==> src/rtl/stream_demux_pkg.sv <==
// Shared types and limits for the registered stream demultiplexer.
package stream_demux_pkg;

   typedef enum logic [1:0] {
      IDLE = 2'd0,
      BUSY = 2'd1,
      DROP = 2'd2
   } state_t;

   localparam int MAX_CH = 16;

endpackage

==> src/rtl/demux_slot.sv <==
// One-entry output holding register for a single demux channel.
module demux_slot #(
   parameter int DATA_W = 8
) (
   input  logic              clk,
   input  logic              rst,
   input  logic              load,
   input  logic              drain,
   input  logic [DATA_W-1:0] in_data,
   input  logic              in_last,
   output logic              valid,
   output logic [DATA_W-1:0] data,
   output logic              last,
   output logic              free
);

   // A full slot whose consumer is taking the beat can be refilled in the same cycle.
   assign free = !valid || drain;

   always_ff @(posedge clk) begin
      if (rst) begin
         valid <= 1'b0;
         data  <= '0;
         last  <= 1'b0;
      end else if (load) begin
         valid <= 1'b1;
         data  <= in_data;
         last  <= in_last;
      end else if (drain) begin
         valid <= 1'b0;
      end
   end

endmodule

==> src/rtl/stream_demux_n.sv <==
// Registered 1-to-NUM_CH stream demultiplexer with optional per-packet channel locking.
module stream_demux_n
   import stream_demux_pkg::*;
#(
   parameter  int DATA_W   = 8,
   parameter  int NUM_CH   = 4,
   parameter  int PKT_MODE = 1,
   localparam int SEL_W    = $clog2(NUM_CH)
) (
   input  logic                     clk,
   input  logic                     rst,
   input  logic                     s_valid,
   output logic                     s_ready,
   input  logic [DATA_W-1:0]        s_data,
   input  logic [SEL_W-1:0]         s_sel,
   input  logic                     s_last,
   output logic [NUM_CH-1:0]        m_valid,
   input  logic [NUM_CH-1:0]        m_ready,
   output logic [NUM_CH*DATA_W-1:0] m_data,
   output logic [NUM_CH-1:0]        m_last,
   output logic                     err_sel
);

   localparam logic [SEL_W:0] CH_LIMIT = (SEL_W+1)'(NUM_CH);

   if (NUM_CH < 2 || NUM_CH > MAX_CH) begin : g_bad_num_ch
      $error("stream_demux_n: NUM_CH out of range");
   end

   state_t            state;
   logic [SEL_W-1:0]  locked_ch;
   logic [SEL_W-1:0]  tch;
   logic              in_range;
   logic              drop_beat;
   logic              tgt_free;
   logic              accept;
   logic              load_last;
   logic [NUM_CH-1:0] slot_free;

   assign tch       = (PKT_MODE != 0 && state == BUSY) ? locked_ch : s_sel;
   assign in_range  = {1'b0, tch} < CH_LIMIT;
   assign drop_beat = !in_range || state == DROP;
   assign load_last = (PKT_MODE != 0) ? s_last : 1'b0;

   always_comb begin
      tgt_free = 1'b0;
      for (int k = 0; k < NUM_CH; k++) begin
         if (tch == SEL_W'(k)) tgt_free = slot_free[k];
      end
   end

   // Discarded beats are always swallowed so a bad select can never wedge the producer.
   assign s_ready = drop_beat || tgt_free;
   assign accept  = s_valid && s_ready;

   for (genvar k = 0; k < NUM_CH; k++) begin : g_slot
      demux_slot #(
         .DATA_W(DATA_W)
      ) u_slot (
         .clk    (clk),
         .rst    (rst),
         .load   (accept && !drop_beat && tch == SEL_W'(k)),
         .drain  (m_ready[k]),
         .in_data(s_data),
         .in_last(load_last),
         .valid  (m_valid[k]),
         .data   (m_data[k*DATA_W +: DATA_W]),
         .last   (m_last[k]),
         .free   (slot_free[k])
      );
   end

   always_ff @(posedge clk) begin
      if (rst) begin
         state     <= IDLE;
         locked_ch <= '0;
         err_sel   <= 1'b0;
      end else if (accept) begin
         if (state == IDLE && !in_range) err_sel <= 1'b1;
         if (PKT_MODE != 0) begin
            case (state)
               IDLE: begin
                  if (!s_last) begin
                     state     <= in_range ? BUSY : DROP;
                     locked_ch <= s_sel;
                  end
               end
               BUSY, DROP: begin
                  if (s_last) state <= IDLE;
               end
               default: state <= IDLE;
            endcase
         end
      end
   end

endmodule

==> config.mk <==
export PLATFORM = sky130hd
export DESIGN_NAME = stream_demux_n
export DESIGN_NICKNAME = d
export VERILOG_FILES = /design/src/rtl/stream_demux_pkg.sv /design/src/rtl/demux_slot.sv /design/src/rtl/stream_demux_n.sv
export SDC_FILE = /design/constraint.sdc
export NUM_CORES = 1
export LEC_CHECK = 0
export BUFFER_PORTS_ARGS = -buffer_cell sky130_fd_sc_hd__buf_2
export CAP_MARGIN = 20
export CORE_ASPECT_RATIO = 1.4
export CORE_MARGIN = 2
export CORE_UTILIZATION = 35
export CTS_BUF_LIST = sky130_fd_sc_hd__clkbuf_4
export CTS_CLUSTER_SIZE = 10
export DETAILED_ROUTE_END_ITERATION = 10
export GPL_TIMING_DRIVEN = 0
export SYNTH_ARGS = -nofsm -noshare
export SYNTH_HDL_FRONTEND = slang
export SYNTH_SLANG_ARGS = --single-unit
==> constraint.sdc <==
create_clock -name clk -period 1.7 [get_ports clk]
set_input_delay 0.17 -clock clk [delete_from_list [all_inputs] [get_ports clk]]
set_output_delay 0.17 -clock clk [all_outputs]
set_load 0.05 [all_outputs]
* Word level (Yosys, flattened, before mapping)
Index checks and enable logic that the tools add are counted.
** Word-level totals
- Memories :: 0
- Logic and storage cells :: 63
- Memory bits (writable) :: 0
- Latch bits :: 0
- Register bits :: 44
- Bits in read-only memories :: 0
** Cells by class
- Order comparisons :: 0
- Mux-type cells :: 16
- Shifts and indexed selects :: 0
- Bitwise logic cells :: 1
- Multipliers :: 0
- Add/subtract/negate cells :: 0
- Equal/unequal tests :: 7
- Reductions and logical operators :: 25
- Div/mod/pow operators :: 0
** Operator list (number)
- $mux 1 :: 12
- $reduce_bool 2->1 :: 4
- $eq 2x2->1 const B :: 3
- $logic_and 1x1->1 :: 6
- $mux 2 :: 3
- $reduce_and 3->1 :: 2
- $logic_not 1->1 :: 5
- $logic_or 1x1->1 :: 5
- $eq 2x1->1 const B :: 2
- $logic_not 2->1 :: 2
- $ne 2x2->1 const B :: 2
- $pmux 2 s2 :: 1
- $reduce_or 2->1 :: 1
- $not 1->1 :: 1

* Logic depth before layout (Yosys ltp)
Gate-level depths: netlist (run 1).
- Depth in word-level cells :: 12
- Mapped depth :: 6
- Gate-level depth less buffers :: 5

* By module
A second synthesis (run 1) with hierarchy kept.
** Second synthesis, totals
- Cell total of the unflattened synthesis :: 160
- Area, all modules :: 1662.8 µm²
** By module, submodules not included
- demux_slot :: cells an instance 33, area each 355.3 µm², seq. area each 200.2 µm², times used 4
- stream_demux_n :: cells an instance 28, area each 241.5 µm², seq. area each 60.1 µm², times used 1

* Worst setup path before layout (run 1)
Ideal clock, no wire load.
- Path kind :: reg-to-output
- From :: reg state[0]
- To :: out s_ready
- Arrival time :: 1.753 ns
- Slack :: -0.223 ns
- Buffers on the path :: 0
- Data required time :: 1.530 ns
- Cell stages (with the launch flop) :: 4
- Cell sequence :: dfxtp_1 mux2i_2 mux2i_1 mux2i_1
** On the way
- Word-level cells in the longest chain between the ends :: 8
- Elaborated cells between the ends (all ways) :: 12
** Ends and longest elaborated chain
- from (decl) :: line stream_demux_n.sv:30 : state_t state;
- from (signal assigned) :: line stream_demux_n.sv:84 : state <= in_range ? BUSY : DROP;
- $eq 2x1->1 :: line stream_demux_n.sv:40 : assign tch = (PKT_MODE != 0 && state == BUSY) ? locked_ch : s_sel;
- $mux 2 :: line stream_demux_n.sv:40
- $logic_not 2->1 :: line stream_demux_n.sv:48 : if (tch == SEL_W'(k)) tgt_free = slot_free[k];
- $mux 1 (4 in a row) :: line stream_demux_n.sv:48
- $logic_or 1x1->1 * :: line stream_demux_n.sv:53 : assign s_ready = drop_beat || tgt_free;
- to (decl) :: line stream_demux_n.sv:13 : output logic s_ready,
Mark *: on every way between the ends. The rest lies on a longest branch, timed or not.

* Worst setup path in the final report (run 1)
Same ends and word-level chain as after synthesis.

==> Flow_metrics.wiki, run 1 <==
{| class="wikitable"
! Metric !! Value
|-
| Start point of the critical path || state[0]$_SDFFE_PP0P_
|-
| Result of the run || finished, violations left
|-
| Count of final max-slew check failures || 0
|-
| Area growth from synthesis to layout || 31.5%
|-
| Non-filler cells, final || 309
|-
| Clock period minus final worst setup slack || 1.80 ns
|-
| Clock tree from TritonCTS || yes
|-
| Total iterations of the first detailed-routing run || 4
|-
| Most numerous cell on the critical path || sky130_fd_sc_hd__mux2i_2
|-
| Max Fanout on Critical Path || 4
|-
| Post-DP HPWL || 2820 um
|-
| Number of buffers inserted during clock tree synthesis || 5
|-
| Beginning of the worst hold path || s_data[5]
|-
| Fraction of final layout cells sized beyond drive strength 1 || 0.376
|-
| Register area share after synthesis || 0.500
|-
| Top_reg_cell synth || sky130_fd_sc_hd__dfxtp_1
|-
| Hold slack final || 0.101 ns
|-
| Wire length of the first global-routing pass || 6330 um
|-
| Post-detailed-route via-to-cell ratio || 4.55
|-
| Achievable clock frequency || 555 MHz
|-
| Worst Setup Start Kind || flip-flop
|-
| Worst hold path type || input pin to flip-flop
|-
| Count of cell types in the netlist || 23
|-
| Die Span Y || 87.0 um
|-
| GR Util All Layers || 0.151
|-
| Crit path max-delay cell type || sky130_fd_sc_hd__dfxtp_4
|-
| Worst Path Arrival || 1.63 ns
|-
| Kind of capture point of the worst setup path || output port
|-
| Violation count after the first detailed-routing iteration || 22
|-
| Diodes inserted || 0
|-
| Starting utilization of the core area || 0.358
|-
| Insertion delay of the later-clocked pin in the worst-skew pair || 0.34 ns
|-
| Setup WS post-layout || -0.101 ns
|-
| Yosys top cell area share || 0.500
|-
| Port Buffers || 57
|-
| Post-Syn Nets || 191
|-
| Setup TNS after final layout || -0.101 ns
|-
| Setup slack at placement || -0.138 ns
|-
| Cts hold-fix bufs || 0
|-
| Routed vias || 1407
|-
| Placer congestion estimate || 0.701
|-
| WL/cell || 13.4 um
|-
| Number of fill cells in the layout || 496
|-
| PD cells || 890 mW/mm2
|-
| Die X-Extent || 63.3 um
|-
| Library cell with the largest summed area after synthesis || sky130_fd_sc_hd__dfxtp_1
|-
| Slew HR || 0.635
|-
| Critical register-to-register path startpoint || state[0]$_SDFFE_PP0P_
|-
| Pin slew with the least headroom to its limit || 0.547 ns
|-
| Number of setup violations in the final report || 1
|-
| Classification of the worst setup path || flip-flop to output port
|-
| Grt ovf || 0
|-
| Buffering stage count on the worst path with inverters included || 1
|-
| Site Rows || 30
|-
| Cells traversed along the worst timing path || mux2i_4, mux2i_2, mux2i_2, buf_6
|-
| Via count of the first global-routing pass || 1295
|-
| Post-synth top cells || sky130_fd_sc_hd__dfxtp_1, sky130_fd_sc_hd__nor2_1, sky130_fd_sc_hd__mux2i_1
|-
| Number of synthesized flops with an enable pin || 0
|-
| Layout Skew || 0.00768 ns
|-
| Number of synthesis warnings || 0
|-
| Cell area after technology mapping || 0.00172 mm2
|-
| Clk root buf || sky130_fd_sc_hd__clkbuf_4
|-
| Wire length after detailed routing || 4160 um
|-
| Leakage power || 1.25 nW
|-
| Clock sink count || 43
|-
| Crit path max-delay family || multiplexers
|-
| DRC Markers || 0
|-
| Initial antenna violation count || 0
|-
| Clock slew at the register clock pins of the worst setup and hold paths || 0.12 ns
|-
| Flip-flop and latch count after synthesis || 43
|-
| Final worst path period share || 1.06
|-
| Cell types with the largest area share after synthesis || sky130_fd_sc_hd__dfxtp_1, sky130_fd_sc_hd__mux2i_1, sky130_fd_sc_hd__nor2_1
|-
| Post-route core utilization || 0.471
|-
| Final hold violation count || 0
|-
| Count leader, synth || sky130_fd_sc_hd__dfxtp_1
|-
| Core outline area || 0.00480 mm2
|-
| Die outline area || 0.00550 mm2
|-
| Number of H-tree levels || 2
|-
| Delay contributed by the slowest stage of the critical path || 0.41 ns
|-
| Worst vdd rail ir drop || 0.000478 V
|-
| Inst Count DP || 294
|-
| RSZ-0062 raised after global routing || yes
|-
| Max Cap Viol || 0
|-
| Number of primary I/O pins || 60
|-
| Post-Synthesis Cells || 173
|-
| Net total in the final layout || 262
|-
| Post-Syn Area per Cell || 9.95 um2
|-
| Violations in the final reports || setup timing
|-
| Data required time at the worst endpoint || 1.53 ns
|-
| Synth async-reset ratio || 0
|-
| CTS max path bufs || 2
|-
| Largest net degree at the start of global routing || 13
|-
| Count of antenna-violating nets left after detailed routing || 0
|}
[placed cells by master (no fill, tap or decap), drive strengths merged, types with 3 or more instances in the layout]
| cell | count |
|---|---|
| buf | 78 |
| dfxtp | 43 |
| nor2 | 42 |
| mux2i | 39 |
| clkbuf | 10 |
| a21oi | 8 |
| nand2b | 6 |
| inv | 3 |
[cell type report]
| type | instances | area, um2 | share of cell area |
|---|---|---|---|
| Timing Repair Buffer | 64 | 348 | 0.154 |
| Clock buffer | 6 | 45.0 | 0.0199 |
| Multi-Input combinational cell | 109 | 777 | 0.343 |
| Inverter | 3 | 11.3 | 0.00497 |
| Buffer | 18 | 131 | 0.0580 |
| Clock inverter | 2 | 7.51 | 0.00331 |
| Tap cell | 64 | 80.1 | 0.0354 |
| Sequential cell | 43 | 865 | 0.382 |
[per-stage QoR]
step / instance area [um2] / total power [mW]
after CTS: 2220 / 2.02
after global routing: 2260 / 2.11
after global placement: 2090 / 1.52
after floorplan: 1730 / 1.41
after detailed placement: 2090 / 1.52
final: 2260 / 2.02
[sequential cells by signal, summed over array words and instances, names as in the netlist]
signal	count
locked_ch	2
g_slot.u_slot.valid	4
g_slot.u_slot.data	32
state	1
g_slot.u_slot.last	4
[where the power goes]
group / internal [mW] / total, mW / switching [mW]
sequential: 1.05 / 1.08 / 0.0266
clock: 0.170 / 0.478 / 0.308
combinational: 0.162 / 0.458 / 0.296
total: 1.38 / 2.02 / 0.630
[final timing paths]
path | endpoint | cells past startpoint | slack, ns
min reg2reg | g_slot[1].u_slot.last$_SDFFE_PP0P_ | 2 | 0.50
max reg2reg | locked_ch[0]$_SDFFE_PP0P_ | 6 | 0.05
min | g_slot[0].u_slot.data[5]$_SDFFE_PP0P_ | 3 | 0.10
max | s_ready | 4 | -0.10
[tightest hold or removal path: cells and delay by family]
kind,cells,cell delay [ns]
multiplexers,1,0.06
AND/OR/NAND/NOR,1,0.07
buffers and inverters,1,0.11
[per-layer routing]
metal,GRT usage,wire [um],share of wire
met5,0,0,0
met4,0.0751,74,0.018
met3,0.0414,247,0.059
met2,0.267,2180,0.52
met1,0.166,1650,0.40
[cell families after synthesis]
logic type	count (synthesis)	share of synthesized area
other cells	1	0.00218
mux	40	0.243
compound gates	11	0.0363
simple gates	57	0.150
buf+inv	21	0.0683
flops	43	0.500
[what timing repair did]
action / 4_1_cts / 5_1_grt
pin swaps: 1 / 3
gates resized for setup: 12 / 12
cloned: 0 / 2
setup endpoints to repair: 35 / 31
buffers inserted: 4 / 1
hold endpoints to repair: 0 / 0
Power figures use the tool's default switching activity.
==> run 2: changes to the inputs <==
- GPL_TIMING_DRIVEN: 0 -> not set
==> run 2 against run 1 <==
- via count down 4.3%
- the run still ends with setup timing left
- maximum frequency increased by 1.9%
- combinational power is 6.3% lower
- non-clock buffer count decreased by 14
- highest routed layer unchanged
- critical path depth did not move
==> Flow_metrics.wiki, run 2 (synthesis results as in run 1) <==
{| class="wikitable"
! Metric !! Value
|-
| Flip-flop count of the largest register after layout || 32
|-
| Most flops, register || g_slot.u_slot.data
|-
| Non-filler cells, final || 295
|-
| Site Rows || 30
|-
| Count of antenna-violating nets left after detailed routing || 0
|-
| Via count of the first global-routing pass || 1222
|-
| Number of cells on the critical path || 4
|-
| Result of the run || finished, violations left
|-
| Worst Setup Start Kind || flip-flop
|-
| CTS max path bufs || 2
|-
| Cts hold-fix bufs || 0
|-
| Fraction of power consumed by sequential logic || 0.540
|-
| Post-DP HPWL || 2620 um
|-
| Total iterations of the first detailed-routing run || 4
|-
| Classification of the worst setup path || flip-flop to output port
|-
| Worst vdd rail ir drop || 0.000399 V
|-
| Violation count after the first detailed-routing iteration || 51
|-
| Placer congestion estimate || 0.790
|-
| Clock sink count || 43
|-
| Clk root buf || sky130_fd_sc_hd__clkbuf_4
|-
| Post-detailed-route via-to-cell ratio || 4.56
|-
| Delay contributed by the slowest stage of the critical path || 0.41 ns
|-
| Layout Skew || 0.0121 ns
|-
| RSZ-0062 raised after global routing || yes
|-
| DRC Markers || 0
|-
| Buffering stage count on the worst path with inverters included || 1
|-
| Starting utilization of the core area || 0.358
|-
| Number of buffers inserted during clock tree synthesis || 5
|-
| WL/cell || 12.6 um
|-
| PD cells || 921 mW/mm2
|-
| Worst hold path type || input pin to flip-flop
|-
| Wire length after detailed routing || 3720 um
|-
| Fraction of final layout cells sized beyond drive strength 1 || 0.359
|-
| Die Span Y || 87.0 um
|-
| Diodes inserted || 0
|-
| Grt ovf || 0
|-
| Wire length of the first global-routing pass || 5800 um
|-
| Die outline area || 0.00550 mm2
|-
| GR Util All Layers || 0.138
|-
| Count of final max-slew check failures || 0
|-
| Leading cell types in the layout, fill and taps excluded || sky130_fd_sc_hd__buf_2, sky130_fd_sc_hd__nor2_1, sky130_fd_sc_hd__dfxtp_1
|-
| Most numerous cell on the critical path || sky130_fd_sc_hd__mux2i_2
|-
| Largest net degree at the start of global routing || 40
|-
| Cells traversed along the worst timing path || mux2i_4, mux2i_2, mux2i_2, buf_6
|-
| Crit path max-delay family || multiplexers
|-
| Crit path max-delay cell type || sky130_fd_sc_hd__dfxtp_4
|-
| Most common cell after layout, fill and taps aside || sky130_fd_sc_hd__buf_2
|-
| Internal Power || 1.37 mW
|-
| Number of primary I/O pins || 60
|-
| Max Fanout on Critical Path || 4
|-
| Initial antenna violation count || 0
|-
| Top Registers || g_slot.u_slot.data (32), g_slot.u_slot.last (4), g_slot.u_slot.valid (4)
|-
| Hold Crit Depth || 2
|-
| Post-route core utilization || 0.452
|-
| Hold slack final || 0.0485 ns
|-
| Clock slew at the register clock pins of the worst setup and hold paths || 0.11 ns
|-
| Setup slack at placement || 0.0155 ns
|-
| Worst Path Arrival || 1.60 ns
|-
| Die X-Extent || 63.3 um
|-
| Final hold violation count || 0
|-
| Data required time at the worst endpoint || 1.53 ns
|-
| Proportion of power drawn by combinational gates || 0.215
|-
| Inst Count DP || 284
|-
| R2R cell count || 6
|-
| Achievable clock frequency || 566 MHz
|-
| Fraction of power consumed by the clock network || 0.245
|-
| Violations in the final reports || setup timing
|-
| Number of H-tree levels || 2
|-
| Area growth from synthesis to layout || 26.0%
|-
| Net total in the final layout || 248
|-
| Max Cap Viol || 0
|-
| Switching power || 0.624 mW
|-
| Final worst path period share || 1.04
|-
| Clock period minus final worst setup slack || 1.77 ns
|-
| Port Buffers || 58
|-
| Insertion delay of the later-clocked pin in the worst-skew pair || 0.34 ns
|-
| Setup WS post-layout || -0.0674 ns
|-
| Kind of capture point of the worst setup path || output port
|-
| Core outline area || 0.00480 mm2
|-
| Switch share || 0.313
|-
| Routed vias || 1346
|-
| Clock tree from TritonCTS || yes
|-
| Number of setup violations in the final report || 1
|-
| Leakage power || 1.19 nW
|}
run 2: worst reg2reg max path, cell delays in order, from the launching register on:
cell,delay [ns]
sky130_fd_sc_hd__dfxtp_4,0.41
sky130_fd_sc_hd__mux2i_4,0.24
sky130_fd_sc_hd__buf_6,0.14
sky130_fd_sc_hd__mux2_1,0.32
sky130_fd_sc_hd__nand4_1,0.13
sky130_fd_sc_hd__nand2b_1,0.07
sky130_fd_sc_hd__a31o_1,0.20
run 2: repair_timing:
action | 4_1_cts | 5_1_grt
gates resized for setup | 7 | 2
setup buffers | 2 | 1
endpoints found under the setup margin | 2 | 2
run 2: through the flow:
stage,setup TNS (ns),area [um2],power (mW)
after global routing,-0.151,2170,2.10
after detailed placement,0,2050,1.52
after global placement,0,2050,1.51
final,-0.0674,2170,2.00
after floorplan,0,1730,1.41
after CTS,-0.0608,2150,2.02
run 2: power groups by stage:
stage	Clock (mW)	Combinational [mW]	Sequential, mW
4_1_cts	0.515	0.428	1.08
3_3_place_gp	0	0.412	1.10
5_1_grt	0.554	0.455	1.09
2_1_floorplan	0	0.202	1.21
3_5_place_dp	0	0.414	1.10
6_report	0.489	0.429	1.08
run 2: cell type report:
type / instances / area [um2]
timing repair buffer: 68 / 388
multi-input combinational: 109 / 768
inverter: 3 / 11.3
clock inverter: 2 / 12.5
tap: 64 / 80.1
sequential: 43 / 865
fill: 508 / 2640
clock buffer: 6 / 45.0
run 2: per-layer routing:
| metal | global-route usage | vias up | part of all wire |
|---|---|---|---|
| met5 | 0 | - | 0 |
| met4 | 0.0751 | 0 | 0.018 |
| met3 | 0.0310 | 6 | 0.044 |
| met2 | 0.240 | 33 | 0.51 |
| met1 | 0.158 | 627 | 0.43 |
| li1 | - | 680 | - |
run 2: final timing paths:
check                                  from                             endpoint  slack [ns]
hold reg to reg   locked_ch[1]$_SDFFE_PP0P_            locked_ch[1]$_SDFFE_PP0P_        0.49
hold / removal                          rst  g_slot[0].u_slot.valid$_SDFFE_PP0P_        0.05
setup reg to reg      state[0]$_SDFFE_PP0P_            locked_ch[0]$_SDFFE_PP0P_        0.09
setup / recovery      state[0]$_SDFFE_PP0P_                              s_ready       -0.07
